<file path="src/rtl/ibex_rf_secure_sequencer.sv">
// Sequences masked register-file accesses: clear-then-write on the write port,
// precharge-then-capture on the two read ports. All RF-side outputs are flopped.
module ibex_rf_secure_sequencer #(
    parameter bit          RV32E     = 1'b0,
    parameter int unsigned DataWidth = 32
) (
    input  logic                 clk_i,
    input  logic                 rst_ni,
    input  logic                 wr_req_i,
    input  logic [4:0]           wr_addr_i,
    input  logic [DataWidth-1:0] wr_data_i,
    output logic                 wr_gnt_o,
    output logic                 wr_done_o,
    input  logic                 rd_req_i,
    input  logic [4:0]           rd_addr_a_i,
    input  logic [4:0]           rd_addr_b_i,
    output logic                 rd_gnt_o,
    output logic                 rd_valid_o,
    output logic [DataWidth-1:0] rd_data_a_o,
    output logic [DataWidth-1:0] rd_data_b_o,
    output logic                 sec_bwlogic_first_cycle_o,
    output logic [31:0]          read_enable_a_o,
    output logic [31:0]          read_enable_b_o,
    input  logic [DataWidth-1:0] rf_rdata_a_i,
    input  logic [DataWidth-1:0] rf_rdata_b_i,
    output logic [31:0]          write_enable_secure_o,
    output logic [4:0]           waddr_a_o,
    output logic [DataWidth-1:0] wdata_a_o,
    output logic                 we_a_o
);
    typedef enum logic [2:0] {IDLE, WR_CLEAR, WR_DATA, RD_PRE, RD_CAP} state_e;

    state_e               state_q, state_d;
    logic [4:0]           wr_addr_q, wr_addr_d, rd_addr_a_q, rd_addr_a_d, rd_addr_b_q, rd_addr_b_d;
    logic [DataWidth-1:0] wr_data_q, wr_data_d;
    logic                 we_q, we_d, first_q, first_d, rd_valid_q, rd_valid_d, wr_done_q, wr_done_d;
    logic [4:0]           waddr_q, waddr_d;
    logic [DataWidth-1:0] wdata_q, wdata_d, rd_data_a_q, rd_data_a_d, rd_data_b_q, rd_data_b_d;
    logic [31:0]          wmask_q, wmask_d, ren_a_q, ren_a_d, ren_b_q, ren_b_d;
    logic                 wr_active;

    function automatic logic [31:0] onehot(input logic [4:0] a);
        onehot = 32'b1 << a;
    endfunction

    // Addresses outside RV32E space behave as unmapped: no write, no read enable.
    function automatic logic rd_legal(input logic [4:0] a);
        rd_legal = !(RV32E && a[4]);
    endfunction

    function automatic logic wr_legal(input logic [4:0] a);
        wr_legal = (a != 5'd0) && rd_legal(a);
    endfunction

    always_comb begin
        state_d     = state_q;
        wr_gnt_o    = 1'b0;
        rd_gnt_o    = 1'b0;
        wr_addr_d   = wr_addr_q;
        wr_data_d   = wr_data_q;
        rd_addr_a_d = rd_addr_a_q;
        rd_addr_b_d = rd_addr_b_q;
        case (state_q)
            IDLE: begin
                if (rst_ni && wr_req_i) begin
                    wr_gnt_o  = 1'b1;
                    wr_addr_d = wr_addr_i;
                    wr_data_d = wr_data_i;
                    state_d   = WR_CLEAR;
                end else if (rst_ni && rd_req_i) begin
                    rd_gnt_o    = 1'b1;
                    rd_addr_a_d = rd_addr_a_i;
                    rd_addr_b_d = rd_addr_b_i;
                    state_d     = RD_PRE;
                end
            end
            WR_CLEAR: state_d = WR_DATA;
            WR_DATA:  state_d = IDLE;
            RD_PRE:   state_d = RD_CAP;
            RD_CAP:   state_d = IDLE;
            default:  state_d = IDLE;
        endcase
    end

    // RF-side outputs are derived from the next state so they leave flops cleanly.
    always_comb begin
        wr_active = (state_d == WR_CLEAR) || (state_d == WR_DATA);
        we_d      = wr_active && wr_legal(wr_addr_d);
        waddr_d   = wr_active ? wr_addr_d : 5'd0;
        wdata_d   = (state_d == WR_DATA) ? wr_data_d : '0;
        first_d   = (state_d == WR_CLEAR);
        wmask_d   = we_d ? onehot(wr_addr_d) : 32'd0;
        ren_a_d   = ((state_d == RD_CAP) && rd_legal(rd_addr_a_d)) ? onehot(rd_addr_a_d) : 32'd0;
        ren_b_d   = ((state_d == RD_CAP) && rd_legal(rd_addr_b_d)) ? onehot(rd_addr_b_d) : 32'd0;
        rd_data_a_d = rd_data_a_q;
        rd_data_b_d = rd_data_b_q;
        if (state_d == RD_PRE) begin
            rd_data_a_d = '0;
            rd_data_b_d = '0;
        end else if (state_q == RD_CAP) begin
            rd_data_a_d = (wr_legal(rd_addr_a_q)) ? rf_rdata_a_i : '0;
            rd_data_b_d = (wr_legal(rd_addr_b_q)) ? rf_rdata_b_i : '0;
        end
        rd_valid_d = (state_q == RD_CAP);
        wr_done_d  = (state_q == WR_DATA);
    end

    always_ff @(posedge clk_i or negedge rst_ni) begin
        if (!rst_ni) begin
            state_q     <= IDLE;
            wr_addr_q   <= '0;
            wr_data_q   <= '0;
            rd_addr_a_q <= '0;
            rd_addr_b_q <= '0;
            we_q        <= 1'b0;
            first_q     <= 1'b0;
            waddr_q     <= '0;
            wdata_q     <= '0;
            wmask_q     <= '0;
            ren_a_q     <= '0;
            ren_b_q     <= '0;
            rd_data_a_q <= '0;
            rd_data_b_q <= '0;
            rd_valid_q  <= 1'b0;
            wr_done_q   <= 1'b0;
        end else begin
            state_q     <= state_d;
            wr_addr_q   <= wr_addr_d;
            wr_data_q   <= wr_data_d;
            rd_addr_a_q <= rd_addr_a_d;
            rd_addr_b_q <= rd_addr_b_d;
            we_q        <= we_d;
            first_q     <= first_d;
            waddr_q     <= waddr_d;
            wdata_q     <= wdata_d;
            wmask_q     <= wmask_d;
            ren_a_q     <= ren_a_d;
            ren_b_q     <= ren_b_d;
            rd_data_a_q <= rd_data_a_d;
            rd_data_b_q <= rd_data_b_d;
            rd_valid_q  <= rd_valid_d;
            wr_done_q   <= wr_done_d;
        end
    end

    assign we_a_o                    = we_q;
    assign sec_bwlogic_first_cycle_o = first_q;
    assign waddr_a_o                 = waddr_q;
    assign wdata_a_o                 = wdata_q;
    assign write_enable_secure_o     = wmask_q;
    assign read_enable_a_o           = ren_a_q;
    assign read_enable_b_o           = ren_b_q;
    assign rd_data_a_o               = rd_data_a_q;
    assign rd_data_b_o               = rd_data_b_q;
    assign rd_valid_o                = rd_valid_q;
    assign wr_done_o                 = wr_done_q;
endmodule
</file>
<file path="config.mk">
export PLATFORM = sky130hd
export DESIGN_NAME = ibex_rf_secure_sequencer
export DESIGN_NICKNAME = d
export VERILOG_FILES = /design/src/rtl/ibex_rf_secure_sequencer.sv
export SDC_FILE = /design/constraint.sdc
export NUM_CORES = 1
export LEC_CHECK = 0
export CAP_MARGIN = 0
export CORE_MARGIN = 2
export CORE_UTILIZATION = 45
export CTS_CLUSTER_SIZE = 8
export DETAILED_ROUTE_END_ITERATION = 10
export PLACE_DENSITY = 0.87
export SYNTH_ARGS = -nofsm -noshare
export SYNTH_HDL_FRONTEND = slang
export SYNTH_SLANG_ARGS = --single-unit
</file>
<file path="constraint.sdc">
create_clock -name clk_i -period 2.5 [get_ports clk_i]
set_input_delay 0.25 -clock clk_i [delete_from_list [all_inputs] [get_ports clk_i]]
set_output_delay 0.25 -clock clk_i [all_outputs]
set_load 0.01 [all_outputs]
</file>
=== After elaboration in Yosys (flattened, before gate mapping) ===
Index checks and enable logic that the tools add are counted.

* Register bits: 251
* Input bits: 115
* Output and inout port bits: 203
* Word-level logic and storage cells: 65

* Equality and inequality tests: 8
* Shift operators: 3
* Mux-type cells: 29
* Reduce and logical (&&, ||, !) cells: 9

{| class="wikitable"
|+ Operators by type and width
! kind !! count
|-
| 2-to-1 mux 32 bit || 12
|-
| << shifter 1 x 5 -> 32 bit (first input constant) || 3
|-
| 2-to-1 mux 5 bit || 9
|-
| nonzero test 5 bit || 3
|-
| equality test 3 x 2 -> 1 bit (second input constant) || 4
|-
| case mux 3 bit (3 select lines) || 1
|-
| equality test 3 x 1 -> 1 bit (second input constant) || 2
|-
| equality test 3 bit (second input constant) || 2
|-
| 2-to-1 mux 3 bit || 2
|-
| 2-to-1 mux 1 bit || 5
|-
| logical AND 1 bit || 3
|-
| logical NOT 3 bit || 1
|-
| nonzero test 2 bit || 1
|-
| logical OR 1 bit || 1
|}

=== Depth between registers and ports, before layout ===
Gate-level depths: netlist (run 1).

* Word-level depth: 8
* Mapped depth: 7

=== Worst setup path before layout (run 1) ===
OpenSTA, ideal clock, no wires.

* Path kind: reg2reg
* Start: register state_q[1]
* End: register ren_a_q[0] (netlist: read_enable_a_o[0])
* Arrival: 1812 ps
* Data required time: 2360 ps
* Setup slack: 548 ps
* Stages on the path, launching flop included: 7
* Buffers on the path: 2
* Period minus slack after synthesis: 1952 ps
* Path through: dfrtp_1 > buf_6 > or4b_4 > buf_6 > nor2_8 > mux2i_1 > nor2_1

* Cells in the longest elaborated chain, start to end: 5
* Elaborated cells on any way between the ends: 10

{| class="wikitable"
|+ Ends and longest elaborated chain
! item !! line !! source
|-
| from (decl) || 33 || <nowiki>state_e state_q, state_d;</nowiki>
|-
| from (signal assigned) || 127 || <nowiki>state_q <= state_d;</nowiki>
|-
| 2-to-1 mux 3 bit || 70 || <nowiki>end else if (rst_ni && rd_req_i) begin</nowiki>
|-
| 2-to-1 mux 3 bit || 65 || <nowiki>if (rst_ni && wr_req_i) begin</nowiki>
|-
| case mux 3 bit (3 select lines) || 63 || <nowiki>case (state_q)</nowiki>
|-
| equality test 3 bit || 93 || <nowiki>ren_a_d = ((state_d == RD_CAP) && rd_legal(rd_addr_a_d)) ? onehot(rd_addr_a_d) : 32'd0;</nowiki>
|-
| 2-to-1 mux 32 bit * || 93 ||
|-
| via ren_a_d[0] || 39 || <nowiki>logic [31:0] wmask_q, wmask_d, ren_a_q, ren_a_d, ren_b_q, ren_b_d;</nowiki>
|-
| to (signal assigned) || 137 || <nowiki>ren_a_q <= ren_a_d;</nowiki>
|-
| to (decl) || 39 ||
|}

The timed path passes the listed nets; every way through them passes the cells marked *.
A chain may end at the register's enable or synchronous reset.

=== Final worst setup path (run 1) ===
* Start: register state_q[0]
* End: output wr_gnt_o

* Cells in the longest elaborated chain, start to end: 2

{| class="wikitable"
|+ Ends and longest elaborated chain
! item !! line !! source
|-
| logical NOT 3 bit || 63 ||
|-
| 2-to-1 mux 1 bit || 63 ||
|-
| to (decl) || 12 || <nowiki>output logic wr_gnt_o,</nowiki>
|}

No other way between the ends.

==> results.md, run 1 <==
Worst setup path:
- The critical path arrival is between 2 and 2.5 ns.
- The depth of the worst register-to-register path is 5.
- The worst setup path is launched from a flip-flop.
- Along the worst path, the maximum fanout reaches 10.
- Across all register-to-register paths, the minimum setup slack is 0.30 ns.
- The reg-to-reg startpoint is state_q[0].
- Data on the critical path is required at its endpoint by 2.25 ns.
- STA classifies the critical path endpoint as a primary output.
- The worst setup path is of the reg -> out kind.
- The reg-to-reg endpoint is read_enable_b_o[16].

Hold path:
- The startpoint identified for the worst hold timing path is rf_rdata_b_i[27].
- The cell count of the worst hold path is 3.
- The path class of the tightest hold or removal check is in -> reg.
- The path with the worst hold slack has its endpoint at rd_data_b_o[27].

Logic synthesis:
- Measured against the total synthesized area, the mux share comes to 5.12%.
- Yosys instantiated no cell more often than sky130_fd_sc_hd__dfrtp_1.
- Of the total synthesized cell area, the portion taken by AND, OR, NAND and NOR gates is 14.1%.
- The share of synthesized cell area in full adder, half adder and majority cells is 0%.
- Yosys mapped a number of flops with a built-in enable equal to 0.
- Ranked by instance count, the synthesized netlist is headed by sky130_fd_sc_hd__dfrtp_1, sky130_fd_sc_hd__nor2_1, sky130_fd_sc_hd__a22oi_1.
- The share of the Yosys chip area taken by registers is 66.8%.
- By area, the combinational part of the netlist is dominated by simple AND/OR/NAND/NOR gates.
- The number of nets in the synthesized netlist is 892.
- The netlist area before placement is around 9400 µm².
- The unique cell type count in the Yosys netlist is 48.
- The XOR/XNOR share of the synthesized area is 0%.
- The count of synthesis-stage warnings from yosys is 0.
- The share of synthesized flip-flops with an asynchronous set or reset is 100%.
- The leading area contributor after synthesis is sky130_fd_sc_hd__dfrtp_1.
- After technology mapping, the gate count stands at 777.
- The most used flip-flop cell after synthesis is sky130_fd_sc_hd__dfrtp_1.
- By area the synthesized netlist is led by sky130_fd_sc_hd__dfrtp_1, sky130_fd_sc_hd__nor2_1, sky130_fd_sc_hd__a22oi_1.
- The fraction of the mapped netlist area in compound gates is 10.9%.
- Synthesis inferred 251 register bits.
- The mean area per synthesized cell is about 12 µm².
- The synthesized design devotes to its leading area cell type 66.8% of total area.

Timing:
- The worst relative slew slack is approximately two fifths.
- The top achievable clock speed is just over 400 MHz.
- Setup violations remaining at the end of the flow were counted as 0.
- The worst-case hold slack is 0.384 ns.
- The sum of negative setup slack is 0 ns.
- In the post-route analysis, the smallest setup slack over all paths is 0.0580 ns.
- The count of final hold-check violations was 0.
- Setup repair after global routing left no endpoint under its margin.
- The final critical delay including setup and external delays is 2.44 ns.
- Of the available clock period, the critical path in the final layout requires a little over nine tenths.
- At the pin with the least slew margin, the transition time is 0.928 ns.
- The max-slew violation count came to 0.
- The worst-case clock skew is between 0.02 and 0.025 ns.

Global routing:
- For this run, global-route usage on met1 was measured as 28.2%.
- The pin count of the biggest net entering global routing is ~170.
- The number of global-route vias before repair is 7411.
- The most used routing layer is met2.
- The global-route track usage on met2 is 39.0%.
- The first-pass GRT wire length is 39.8 mm.
- The initial antenna violation count came to 0.
- For this run the aggregate overflow at the end of global routing stands at 0.
- Across every metal layer, demand over resource in global routing totals 22.8%.
- The met3 track demand over resource is under 10%.

Job:
- The number of max-cap violations is 0.

Place:
- The global placement routability congestion is 0.893.
- Port buffering added 317 buffers.
- Once placement finished, the instance area stood at 13000 µm².
- The final HPWL from detailed placement is 17.1 mm.
- The post-place setup slack is 0.298 ns.

Cells and area:
- The ratio of cells with drive above 1 in the final layout is between 10% and 20%.
- The final net count is 1231.
- The synthesis-to-layout area growth is 48.4%.
- The post-route cell area is roughly 14000 µm².
- The fill cell total of the finished layout is 1398.
- 0 antenna diodes ended up in the layout.
- For this run, the share of the core covered by cells in the final layout is 68.5%.

Run status:
- The flow ran to the end, and the final reports show no timing, DRC or antenna violations.

Clock network:
- The number of buffers created by CTS is 37.
- The clock input transition at the sequential cells of the worst setup and hold paths is 0.05 ns.
- The H-tree level count is 2.
- The root buffer cell is sky130_fd_sc_hd__clkbuf_16.
- The CTS tree is built.
- The clock net sink count is 251.
- The later-pin clock latency in the skew report is around 0.50 ns.
- The maximum clock path buffer count is 3.

Floorplan:
- The initial cell density of the core is 46.2%.
- The area of the core region is 20400 µm².
- In this run the horizontal extent of the chip is 149 µm.
- The placement row count is 52.
- The floorplan step set the die height to 149 µm.
- 318 I/O pins were placed.
- The die outline area is 22100 µm².

Detailed routing:
- For this run, design rule violations remaining after detail routing come to 0.
- In the routed layout, each cell is associated on average with a via count of 5.28.
- The routed wire length is 25.4 mm.
- After detailed routing, the average wire length per cell comes to 18.3 µm.
- The DRC marker count from the first detailed-route iteration is 437.
- The vias after detailed routing is about 7300.
- The number of nets with antenna violations after detailed routing is 0.
- For this run, the detailed router's first-pass iteration total came to 6.

Power:
- The power density normalized to cell area is 901 nW/µm².
- The highest ir drop seen on vdd is 531 µV.
- The leakage power figure is 6.10 nW.
## where the power goes
group	total, mW	switching [mW]	internal (mW)	leakage (nW)
clock network	4.25	1.59	2.66	0.475
registers	5.22	0.424	4.79	3.36
logic	3.10	1.45	1.65	2.27
total	12.6	3.47	9.10	6.10
## area by class of cell
class                      instances  area [µm²]  area share (%)
clock inverter                     2        23.8           0.170
tap                              270         338            2.42
clock buffer                      38         951            6.82
multi-input combinational        467        2850            20.4
timing repair buffer             345        3450            24.7
inverter                          14        52.6           0.377
sequential                       251        6280            45.0
## placed cells by master, fill, tap and decap left out, types with 18 or more instances in the layout
cell                              count
sky130_fd_sc_hd__a22oi_1             64
sky130_fd_sc_hd__buf_4               22
sky130_fd_sc_hd__a21oi_1             18
sky130_fd_sc_hd__nand2_1             24
sky130_fd_sc_hd__nor2_1             172
sky130_fd_sc_hd__mux2_2              40
sky130_fd_sc_hd__clkdlybuf4s50_1    315
sky130_fd_sc_hd__dfrtp_1            249
sky130_fd_sc_hd__clkbuf_16           38
sky130_fd_sc_hd__nor2b_1             36
## through the flow
stage               std cells  total power [mW]
floorplan                 777              6.69
global placement         1344              8.22
detailed placement       1344              8.33
CTS                      1385              12.7
global route             1387              13.1
finish                   1387              12.6
## cell families (layout without fill, tap and decap cells)
family,Yosys count,in the layout
flip-flops,251,251
other,1,1
AND/OR/NAND/NOR,281,281
AO/OA/AOI/OAI,142,142
multiplexers,43,43
buffers and inverters,59,399
## flip-flops by register name, indices dropped and copies added (netlist names), 3 cells and up
signal                 count
read_enable_b_o           32
read_enable_a_o           32
wr_addr_q                  5
write_enable_secure_o     32
wr_data_q                 32
rd_data_a_o               32
waddr_a_o                  5
rd_addr_a_q                5
wdata_a_o                 32
rd_data_b_o               32
rd_addr_b_q                5
state_q                    3
## critical path: stages (launching register included)
cell,delay (ns)
sky130_fd_sc_hd__dfrtp_2,0.47
sky130_fd_sc_hd__nor4b_4,0.30
sky130_fd_sc_hd__nand2_1,0.12
sky130_fd_sc_hd__buf_4,0.19
sky130_fd_sc_hd__inv_1,0.07
sky130_fd_sc_hd__clkdlybuf4s50_1,0.54
## per-layer routing
layer | share of wire [%] | up-vias
met4 | 2.6 | 0
met5 | 0 | -
li1 | - | 3330
met2 | 51 | 322
met3 | 7.7 | 57
met1 | 38 | 3616
## how the worst max path moves through the flow
stage | cells after the start | end | start | slack (ns)
after CTS | 5 | wr_gnt_o | state_q[0] | 0.02
after global routing | 5 | wr_gnt_o | state_q[0] | 0.008
after floorplan | 6 | read_enable_a_o[0] | state_q[1] | 0.55
after detailed placement | 5 | read_enable_a_o[17] | state_q[0] | 0.30
after global placement | 6 | write_enable_secure_o[5] | wr_req_i | 0.35
final | 5 | wr_gnt_o | state_q[0] | 0.06
## what timing repair did
item / in CTS / in global routing
gates cloned: 0 / 0
hold buffers: 1 / 0
setup endpoints to repair: 1 / 1
hold endpoints to repair: 50 / 0
setup buffers: 0 / 2
gates resized for setup: 1 / 2
No activity file was read; power rests on OpenSTA's default activity.
==> run 2, diff against run 1 <==
- ABC_AREA: unset -> 1
- RECOVER_POWER: unset -> 100
==> run 2 against run 1 <==
Effect of this change:
- clock skew down 0.0069 ns
- wire length up 7.4%
- die area up 0.26%
- combinational power up 49%
- via count up 6.4%
- synthesized cell count up 20%
- area after synthesis up 0.27%
- clock-buffer cell count up 4
- global-route usage up 1.8 points
- maximum frequency up 3.1%
==> results.md, run 2 <==
Cells and area:
- The fill cell total of the finished layout is 1446 (was 1398).
- The leading cell type in the layout, fill and taps excluded was sky130_fd_sc_hd__dfrtp_1 (was sky130_fd_sc_hd__clkdlybuf4s50_1).
- The antenna diode count came to 0 (unchanged).
- Most frequent cells in the layout: sky130_fd_sc_hd__dfrtp_1, sky130_fd_sc_hd__dlygate4sd3_1, sky130_fd_sc_hd__inv_1 (was sky130_fd_sc_hd__clkdlybuf4s50_1, sky130_fd_sc_hd__dfrtp_1, sky130_fd_sc_hd__nor2_1).
- The synthesis-to-layout area growth is 47.4% (was 48.4%).
- The number of non-filler instances in the completed layout is 1543 (was 1387).
- The final net count came to 1384 (was 1231).
- The ratio of cells with drive above 1 in the final layout is 6.36% (was 11.2%).

Worst setup path:
- The delay of the slowest cell on the worst path came to 0.64 ns (was 0.54 ns).
- The reg-to-reg startpoint is state_q[1] (was state_q[0]).
- The worst setup slack for register-to-register paths is 0.24 ns (was 0.30 ns).
- The critical path start-end classification was in -> out (was reg -> out).
- The critical path startpoint is rst_ni (was state_q[0]).
- The critical path arrival is 2.12 ns (was 2.19 ns).
- The reg-to-reg endpoint is read_enable_a_o[16] (was read_enable_b_o[16]).
- The nature of the critical path startpoint is a primary input (was flip-flop).
- The biggest fanout along the worst timing path is 18 (was 10).
- The data required time of the worst path is 2.25 ns (about the same).
- The end point of the critical path is rd_gnt_o (was wr_gnt_o).
- The slowest cell on the critical path was sky130_fd_sc_hd__dlygate4sd3_1 (was sky130_fd_sc_hd__clkdlybuf4s50_1).
- The depth of the worst register-to-register path is 5 (unchanged).
- The category of the worst setup path capture point is a primary output (unchanged).
- Cell Chain, Critical Path: dlygate4sd3_1 > buf_8 > nand2_1 > nor2_2 > nand2_8 > inv_2 > clkdlybuf4s50_1 (was nor4b_4 > nand2_1 > buf_4 > inv_1 > clkdlybuf4s50_1).

Detailed routing:
- The routed via count divided by cell count came to 5.05 (was 5.28).
- The number of nets with antenna violations after detailed routing came to 0 (unchanged).
- The number of design rule violations left after detail routing is 0 (unchanged).
- The DRC marker count from the first detailed-route iteration is 451 (was 437).
- The count of TritonRoute iterations in the first routing pass is 5 (was 6).
- The average detailed-routed wire length per instance is 17.7 µm (was 18.3 µm).
- The routed wire length was 27.3 mm (was 25.4 mm).
- The vias after detailed routing came to 7797 (was 7325).

Global routing:
- The overflow left after global routing is 0 (unchanged).
- The initial antenna violation count was 0 (unchanged).
- The global routing usage summed across all routing layers was 24.7% (was 22.8%).
- The first-pass GRT wire length is 42.9 mm (was 39.8 mm).
- The pin count of the biggest net entering global routing is 180 (was 173).
- The number of global-route vias before repair is 8080 (was 7411).

Floorplan:
- The vertical die dimension came to 149 µm (about the same).
- The horizontal die dimension is 149 µm (about the same).
- The die outline area came to 22100 µm² (about the same).
- The area of the core region is 20400 µm² (unchanged).
- The initial cell density of the core came to 46.3% (was 46.2%).
- The placement row count is 52 (unchanged).
- The number of top-level design ports is 318 (unchanged).

Logic synthesis:
- The leading area contributor after synthesis is sky130_fd_sc_hd__dfrtp_1 (unchanged).
- The share of synthesized flip-flops with an asynchronous set or reset is 100% (unchanged).
- The fraction of post-synthesis cell area in the top cell type by area is 66.6% (was 66.8%).
- The most numerous cell in the Yosys netlist is sky130_fd_sc_hd__dfrtp_1 (unchanged).
- The number of enable-type register cells in the synthesized netlist is 0 (unchanged).
- The count of state elements after synthesis was 251 (unchanged).
- The most used flip-flop cell after synthesis is sky130_fd_sc_hd__dfrtp_1 (unchanged).
- The sequential element share of the synthesized area is 66.6% (was 66.8%).
- The cell count after synthesis came to 934 (was 777).
- The unique cell type count in the Yosys netlist is 29 (was 48).
- Top cells by instance count after synthesis: sky130_fd_sc_hd__dfrtp_1, sky130_fd_sc_hd__inv_1, sky130_fd_sc_hd__nand2_1 (was sky130_fd_sc_hd__dfrtp_1, sky130_fd_sc_hd__nor2_1, sky130_fd_sc_hd__a22oi_1).
- Leading post-synthesis cells by cell area: sky130_fd_sc_hd__dfrtp_1, sky130_fd_sc_hd__inv_1, sky130_fd_sc_hd__nand2_1 (was sky130_fd_sc_hd__dfrtp_1, sky130_fd_sc_hd__nor2_1, sky130_fd_sc_hd__a22oi_1).
- The count of synthesis-stage warnings from yosys was 0 (unchanged).
- The mean area per synthesized cell was 10.1 µm² (was 12.1 µm²).
- The netlist area before placement is 9430 µm² (was 9400 µm²).
- The number of nets in the synthesized netlist is 1049 (was 892).

Power:
- The leakage power figure was 7.48 nW (was 6.10 nW).
- The sequential group share of total power came to 38.0% (was 41.5%).
- The portion of total power attributed to the clock network is 30.4% (was 33.8%).
- The logic gate share of total power was 31.6% (was 24.7%).
- The power density normalized to cell area was 1050 nW/µm² (was 901 nW/µm²).
- The total power consumption of the routed design was 14.6 mW (was 12.6 mW).
- The highest ir drop seen on vdd came to 678 µV (was 531 µV).
- The internal power contribution came to 9.74 mW (was 9.10 mW).
- The net switching power of the design is 4.83 mW (was 3.47 mW).
- The share of total power consumed by net switching was 33.2% (was 27.6%).

Job:
- The number of max-cap violations is 0 (unchanged).

Timing:
- The final number of setup-violating endpoints came to 0 (unchanged).
- The sum of negative setup slack came to 0 ns (unchanged).
- The actual slew at the worst max-slew pin is 1.43 ns (was 0.928 ns).
- The worst-case clock skew came to 0.0150 ns (was 0.0218 ns).
- The final critical delay including setup and external delays came to 2.37 ns (was 2.44 ns).
- The top achievable clock speed is 422 MHz (was 409 MHz).
- The share of the cycle needed by the critical path after routing is 94.7% (was 97.7%).
- The count of final hold-check violations is 0 (unchanged).
- The max-slew violation count was 0 (unchanged).
- The worst relative slew slack is 4.45% (was 38.1%).
- Setup repair after global routing missed its margin: false (unchanged).

Hold path:
- The class of the most critical hold timing path is in -> reg (unchanged).

Place:
- The count of port buffers added during placement is 317 (unchanged).
- The global placement routability congestion was 0.856 (was 0.893).
- The final HPWL from detailed placement came to 18.0 mm (was 17.1 mm).
- The cell count after placement was 1496 (was 1344).

Clock network:
- The later-pin clock latency in the skew report is 0.50 ns (about the same).
- The maximum clock path buffer count is 3 (unchanged).
- The root buffer cell is sky130_fd_sc_hd__clkbuf_16 (unchanged).
- The CTS tree is built (unchanged).
- The H-tree level count is 2 (unchanged).
- The clock input transition at the sequential cells of the worst setup and hold paths came to 0.05 ns (about the same).
- The number of buffers created by CTS is 37 (unchanged).
- The clock net sink count is 251 (unchanged).

Run status:
- Status: finished, final reports clean (unchanged).
[run 2: cell count changes after synthesis, moves of 11 or more]
cell                       previous run  this run
sky130_fd_sc_hd__nand2_1             24       160
sky130_fd_sc_hd__a22oi_1             64         0
sky130_fd_sc_hd__mux2_2              40         0
sky130_fd_sc_hd__nand3_1              2        20
sky130_fd_sc_hd__a21oi_1             20         0
sky130_fd_sc_hd__nand4_1              0        74
sky130_fd_sc_hd__nor2b_1             36         0
sky130_fd_sc_hd__inv_1               13       184
sky130_fd_sc_hd__nor2_1             172        97
sky130_fd_sc_hd__o22ai_1              0        64
sky130_fd_sc_hd__nand2b_1            11         0
sky130_fd_sc_hd__o21ai_0             12         1
[run 2: cell type report]
class / instances / area, µm² / area share (%)
Multi-Input combinational cell: 450 / 2200 / 15.8
Tap cell: 270 / 338 / 2.43
Timing Repair Buffer: 338 / 3340 / 24.0
Sequential cell: 251 / 6280 / 45.2
Clock buffer: 42 / 1010 / 7.25
Inverter: 191 / 719 / 5.18
Clock inverter: 1 / 8.76 / 0.0630
[run 2: power by group through the flow]
stage          clock network (mW)  registers, mW  logic, mW
2_1_floorplan                   0           5.87       2.20
3_3_place_gp                    0           5.55       4.66
3_5_place_dp                    0           5.60       4.79
4_1_cts                      4.53           5.56       4.86
5_1_grt                      4.71           5.64       5.04
6_report                     4.43           5.53       4.61
[run 2: worst max-delay path, delay by kind of cell]
family,cells,cell delay [ns]
buffers and inverters,4,1.43
AND/OR/NAND/NOR,3,0.42
[run 2: cell families after synthesis]
group                  Yosys count  synth area share, %
and+or+nand+nor                372                 18.0
DFF                            251                 66.6
AOI/OAI and AO/OA               77                 5.43
other                            1               0.0398
buffers and inverters          233                 9.88
[run 2: worst min-delay path by stage]
stage | startpoint | end | slack (ns) | cells after the start
floorplan | rst_ni | rd_addr_a_q[0] | -0.05 | 0
global placement | rst_ni | sec_bwlogic_first_cycle_o | 0.13 | 1
detailed placement | rst_ni | sec_bwlogic_first_cycle_o | 0.13 | 1
CTS | rf_rdata_b_i[3] | rd_data_b_o[3] | 0.29 | 3
global route | rf_rdata_b_i[3] | rd_data_b_o[3] | 0.31 | 3
finish | rf_rdata_b_i[3] | rd_data_b_o[3] | 0.31 | 3
[run 2: metrics by stage]
| step | cell area, µm² | setup slack (ns) | util (%) | hold WS, ns |
|---|---|---|---|---|
| final | 13900 | 0.132 | 68.2 | 0.306 |
| after global routing | 13900 | 0.0273 | 68.2 | 0.310 |
| after CTS | 13900 | 0.0163 | 68.5 | 0.294 |
| after detailed placement | 12900 | 0.152 | 63.3 | 0.133 |
| after global placement | 12900 | 0.299 | 63.3 | 0.131 |
| after floorplan | 9430 | 0.927 | - | -0.0456 |
[run 2: layer usage]
metal	GRT usage (%)	vias to the layer above	routed length [µm]	part of all wire, %
met5	0	-	0	0
met2	42.5	344	13800	51
met1	29.5	3776	10200	37
li1	-	3606	-	-
met4	9.81	0	1020	3.8
met3	6.73	71	2290	8.4
[run 2: repair_timing]
action	in CTS	in global routing
endpoints found under the setup margin	0	1
hold endpoints to repair	32	0
gates resized for setup	0	1
buffers inserted	0	2
hold buffers	2	0
